$ cat src/rtl/serial_adder.sv
// Bit-serial add/subtract unit: streams operands LSB-first through a single
// full-adder cell, then presents sum, carry-out and signed overflow with a done pulse.

module fa (
  output logic cout,
  output logic sum,
  input  logic a,
  input  logic b,
  input  logic cin
);
  assign sum  = a ^ b ^ cin;
  assign cout = (a & b) | (cin & (a ^ b));
endmodule

module serial_adder #(
  parameter int WIDTH = 4
) (
  input  logic             clk,
  input  logic             rst_n,
  input  logic             start,
  input  logic             sub,
  input  logic [WIDTH-1:0] a,
  input  logic [WIDTH-1:0] b,
  input  logic             cin,
  output logic             busy,
  output logic             done,
  output logic [WIDTH-1:0] sum,
  output logic             cout,
  output logic             overflow
);

  localparam int CW = $clog2(WIDTH);

  typedef enum logic [1:0] {
    IDLE  = 2'd0,
    SHIFT = 2'd1,
    DONE  = 2'd2
  } state_t;

  state_t state, state_nxt;

  logic [WIDTH-1:0] a_sr, b_sr, result;
  logic [CW-1:0]    cnt;
  logic             carry, carry_msb;
  logic             fa_sum, fa_cout;
  logic             last_bit, load, shift_en, finish;

  fa u_fa (
    .cout (fa_cout),
    .sum  (fa_sum),
    .a    (a_sr[0]),
    .b    (b_sr[0]),
    .cin  (carry)
  );

  assign last_bit = (cnt == CW'(WIDTH - 1));

  always_ff @(posedge clk or negedge rst_n) begin
    if (!rst_n) state <= IDLE;
    else        state <= state_nxt;
  end

  // NOTE: combinational blocks assign a default first so no path leaves a
  // signal unassigned, which would otherwise infer a latch.
  always_comb begin
    state_nxt = state;
    unique case (state)
      IDLE:    if (start) state_nxt = SHIFT;
      SHIFT:   if (last_bit) state_nxt = DONE;
      DONE:    state_nxt = IDLE;
      default: state_nxt = IDLE;
    endcase
  end

  always_comb begin
    busy     = (state != IDLE);
    load     = (state == IDLE) && start;
    shift_en = (state == SHIFT);
    finish   = (state == DONE);
  end

  // NOTE: sequential state uses non-blocking assignments so every register
  // samples pre-edge values; carry_msb relies on reading carry before its update.
  always_ff @(posedge clk or negedge rst_n) begin
    if (!rst_n) begin
      a_sr      <= '0;
      b_sr      <= '0;
      result    <= '0;
      cnt       <= '0;
      carry     <= 1'b0;
      carry_msb <= 1'b0;
      done      <= 1'b0;
      sum       <= '0;
      cout      <= 1'b0;
      overflow  <= 1'b0;
    end else begin
      done <= finish;
      if (load) begin
        a_sr  <= a;
        b_sr  <= sub ? ~b : b;
        carry <= sub ? 1'b1 : cin;
        cnt   <= '0;
      end else if (shift_en) begin
        result <= {fa_sum, result[WIDTH-1:1]};
        a_sr   <= a_sr >> 1;
        b_sr   <= b_sr >> 1;
        carry  <= fa_cout;
        cnt    <= cnt + CW'(1);
        // Carry into the MSB is the carry present while the MSB is being added.
        if (last_bit) carry_msb <= carry;
      end
      if (finish) begin
        sum      <= result;
        cout     <= carry;
        overflow <= carry_msb ^ carry;
      end
    end
  end

endmodule

$ cat config.mk
export PLATFORM = sky130hd
export DESIGN_NAME = serial_adder
export DESIGN_NICKNAME = d
export VERILOG_FILES = /design/src/rtl/serial_adder.sv
export SDC_FILE = /design/constraint.sdc
export NUM_CORES = 1
export LEC_CHECK = 0
export ABC_CLOCK_PERIOD_IN_PS = 1600
export CAP_MARGIN = 0
export CORE_MARGIN = 3
export CORE_UTILIZATION = 35
export DETAILED_ROUTE_END_ITERATION = 10
export PLACE_DENSITY = 0.65
export SYNTH_ARGS = -nofsm -noshare
export SYNTH_HDL_FRONTEND = slang
export SYNTH_SLANG_ARGS = --single-unit
$ cat constraint.sdc
create_clock -name clk -period 1.6 [get_ports clk]
set_clock_uncertainty 0.05 [all_clocks]
set_input_delay 0.24 -clock clk [delete_from_list [all_inputs] [get_ports clk]]
set_output_delay 0.24 -clock clk [all_outputs]
set_load 0.01 [all_outputs]
### Yosys cells after proc, flatten, opt, wreduce, memory -nomap -nowiden

Index checks and enable logic that the tools add are counted.
Widths: inputs -> output; s select.

* logic and storage cells: 45
* flip-flop bits (word level): 25
* output and inout port bits: 8

* add/sub/neg operators: 1
* reduce and logical (&&, ||, !) cells: 7
* bitwise operators: 8
* eq/ne operators: 5
* multiplexer cells: 13

Operators by type and width (count)
* $mux 4: 5
* $mux 2: 4
* $eq 2x2->1 const B: 2
* $ne 2x2->1 const B: 2
* $not 4->4: 1
* $pmux 2 s2: 1
* $reduce_and 2->1: 2
* $reduce_bool 2->1: 2
* $mux 1: 3
* $reduce_and 3->1: 1
* $xor 1x1->1: 3
* $add 2x1->2 const B: 1
* $and 1x1->1: 2
* $eq 2x1->1 const B: 1
* $logic_not 2->1: 1
* $logic_and 1x1->1: 1
* $not 1->1: 1
* $or 1x1->1: 1

### Depth between registers and ports, before layout

* depth in word-level cells: 5
* gate-level depth with buffers: 5
* gate-level depth less buffers: 3

### Modules after synthesis

A second synthesis with hierarchy kept.

* cell total of the unflattened synthesis: 100
* area total of the unflattened synthesis: 1092.3 µm²

By module, submodules not included
* serial_adder: area each 1072.3 µm², seq. area each 625.6 µm², cells an instance 99, times used 1
* fa: area each 20.0 µm², seq. area each 0.0 µm², cells an instance 1, times used 1

### Least setup slack after synthesis

OpenSTA, ideal clock, no wires.

* path type: flip-flop to flip-flop
* start point: register state[0]
* end point: register b_sr[3]
* stages on the path, launching flop included: 6
* slack: 0.265 ns
* path buffers: 2
* data arrival time: 1.166 ns
* path through: dfrtp_1 > or3b_1 > buf_6 > buf_6 > nand3_1 > o21ai_2

* longest elaborated chain between the ends: 3

RTL lines
* from (decl): RTL line 40 `state_t state, state_nxt;`
* from (signal assigned): RTL line 60 `else state <= state_nxt;`
* $logic_not 2->1: RTL line 77 `load = (state == IDLE) && start;`
* $logic_and 1x1->1: RTL line 77
* $mux 4 or $reduce_bool 2->1 (tied branches)
* to (signal assigned): RTL line 100 `b_sr <= sub ? ~b : b;`
* to (signal assigned): RTL line 106 `b_sr <= b_sr >> 1;`
* to (decl): RTL line 42 `logic [WIDTH-1:0] a_sr, b_sr, result;`

Parallel ways exist; a longest one is shown, timed or not.
A chain may end at the register's enable or synchronous reset.

### Worst setup path in the final report

* start point: register cout
* end point: output port cout

RTL lines
* from (decl): RTL line 28 `output logic cout,`
* from (signal assigned): RTL line 114 `cout <= carry;`

No word-level cell between the ends.

==> results by group <==
Outcome
  • Outcome: finished clean

Timing
  • Final Slew Violations: 0
  • WHS: 220 ps
  • Max Clk Rate: 663 MHz
  • Rel. slew slack: 0.628
  • Final setup fails: 0
  • RSZ-0062 raised after global routing: false
  • Fin crit share: 0.943
  • Worst setup margin: 91.1 ps
  • Worst Tran Pin Value: 558 ps
  • Post-layout minimum cycle time: 1510 ps
  • Final Hold Vio Count: 0

Detailed routing
  • DR WL/cell: 11.7 µm
  • Via/cell ratio: 4.64
  • Drt drc: 0
  • Via count: 803
  • DRT antenna net count: 0
  • First-pass DRT Iterations: 4
  • DR iter-0 viols: 31
  • Final wirelength: 2020 µm

Finish
  • FILL cells: 289
  • Most frequent cells in the layout: 25 x nand2_1, 24 x dfrtp_1, 18 x clkdlybuf4s50_1, 8 x buf_4, 6 x mux2_2
  • Commonest non-fill, non-tap cell in the layout: nand2_1
  • Final cell area excluding filler cells: 0.00142 mm²
  • Fin nets: 147
  • Share of layout cells above drive strength 1: 0.168
  • Diodes inserted: 0
  • Area grow syn2layout: 27.1%

Power
  • Int Power: 1.56 mW
  • P per Cell Area: 1730 mW/mm²
  • Static Leak: 0.658 nW
  • Reg power frac: 0.448
  • Logic pwr share: 0.437
  • Switching part of the total power: 0.364
  • Clock Power Share: 0.115
  • Net Sw Power: 892 µW
  • Tot Pwr: 2.45 mW
  • VDD IR-drop max: 0.593 mV

Logic synthesis
  • Seq/Total Area, Yosys: 0.560
  • Mapped Cells: 105
  • Synth Area per Inst: 10.6 µm²
  • Post-Syn Nets: 120
  • Cell variety after synth: 27
  • Cell area after synthesis: 0.00112 mm²
  • Synth warnings: 0
  • Synthesis-stage register bit count: 25

Flow run
  • MaxCap Viol Count: 0

Clock tree
  • CTS tree: built
  • H-tree depth: 1
  • CTS Sinks: 25
  • Total CTS buffers: 3
  • Cts hold-fix bufs: 0
  • Clk buf depth: 2
  • Worst-Skew Late Latency: 310 ps
  • CTS clk-pin slew, worst paths: 140 ps
  • CTS root buffer: clkbuf_4

Worst setup path
  • Crit path buf inv count: 1
  • Worst path required time: 1310 ps
  • R2r setup slk: 150 ps
  • Critical path class: register to output port
  • Slowest cell on the critical path: clkdlybuf4s50_1
  • Crit-path max FO: 2
  • Worst r2r src: state[0]
  • Critical Path Stages: 1
  • Worst path top cell family by delay: buffers and inverters
  • Reg-to-reg critical path endpoint: b_sr[1]
  • CP max stage delay: 530 ps
  • Reg2Reg Depth: 5
  • Worst Setup Start Kind: register
  • Crit path capture type: output port
  • Critical Path AT: 1220 ps
  • Critical path cell sequence: clkdlybuf4s50_1

Floorplanning
  • Die Footprint: 0.00391 mm²
  • Die extent in x: 62.5 µm
  • FP Rows: 19
  • Initial Util: 0.385
  • Die Height: 62.5 µm
  • Core ar.: 0.00290 mm²
  • Io pins: 21

GRT
  • First-pass GRT wire length: 3750 µm
  • Initial antenna violation count: 0
  • Total gr overflow: 0
  • GRT Total Usage: 0.119
  • Largest net degree at the start of global routing: 26
  • Number of global-route vias before repair: 819

Placement
  • Port Buffers: 20
  • Cell area after placement: 0.00138 mm²
  • Pre-CTS setup slack: -29.9 ps
  • Detail Placement HPWL: 1450 µm
  • RD Place Congestion: 0.720

Hold path
  • Hold Path Class: input port to asynchronous set/reset pin
-- cell usage after synthesis --
library cell,number,area (µm²)
dfrtp_1,25,626
nand2_1,25,93.8
mux2_2,6,67.6
nor2_1,5,18.8
a31oi_1,4,25.0
inv_1,4,15.0
o21ai_0,4,20.0
o22ai_1,3,18.8
xnor2_1,3,26.3
a21oi_1,2,10.0
buf_2,2,10.0
buf_6,2,22.5
clkbuf_1,2,7.51
nand2b_1,2,12.5
nand3_1,2,10.0
o21ai_2,2,17.5
xor2_1,2,17.5
a221o_1,1,10.0
and2_1,1,6.26
fa_1,1,20.0
ha_1,1,12.5
nand3_2,1,10.0
nor2b_1,1,6.26
o21bai_1,1,7.51
or2b_1,1,7.51
or3b_1,1,8.76
or4b_1,1,10.0
-- through the flow --
stage | instances | TNS [ps] | util
after floorplan | 105 | 0 | -
after global placement | 167 | 0 | 0.474
after detailed placement | 167 | -106 | 0.474
after CTS | 173 | 0 | 0.489
after global routing | 173 | 0 | 0.490
final | 173 | 0 | 0.490
-- how the worst max path moves through the flow --
stage	slack, ps	end	start
after detailed placement	-30	b_sr[3]	start
after global placement	1	b_sr[3]	start
after global routing	20	cout	cout
after floorplan	270	b_sr[3]	state[0]
final	90	cout	cout
after CTS	60	overflow	overflow
-- cell type report --
class / instances / area (µm²) / share of cell area
Clock buffer: 3 / 22.5 / 0.0159
Inverter: 4 / 15.0 / 0.0106
Timing Repair Buffer: 28 / 262 / 0.184
Clock inverter: 1 / 5.00 / 0.00352
Multi-Input combinational cell: 70 / 437 / 0.307
Tap cell: 42 / 52.6 / 0.0370
Sequential cell: 25 / 627 / 0.441
-- power by group through the flow --
stage	combinational, mW	sequential [mW]	clock (mW)
after CTS	1.10	1.10	0.296
after detailed placement	1.05	1.14	0
final	1.07	1.10	0.282
after global placement	1.02	1.13	0
after global routing	1.23	1.14	0.324
after floorplan	0.660	1.12	0
-- sequential cells by signal, indices dropped and copies added (netlist names) --
signal / cells
carry: 1
result: 4
cnt: 2
a_sr: 4
state: 2
cout: 1
overflow: 1
done: 1
carry_msb: 1
sum: 4
b_sr: 4
-- kinds of logic (layout without fill, tap and decap cells) --
family	Yosys count	after routing	share of synthesized area
xor+xnor	5	5	0.0392
flops	25	25	0.560
buf+inv	10	36	0.0493
fa+ha+maj	2	2	0.0291
compound gates	17	17	0.0974
simple gates	40	40	0.165
mux	6	6	0.0605
-- what timing repair did --
action,CTS,global route
buffers inserted,2,0
endpoints found under the setup margin,1,1
cloned,0,0
resized for setup,2,1
-- per-layer routing --
layer	vias up	global-route usage	wire length (µm)
li1	399	-	-
met1	389	0.150	907
met2	13	0.194	1010
met3	2	0.0234	80
met4	0	0.0579	19
met5	-	0	0
Power figures use the tool's default switching activity.
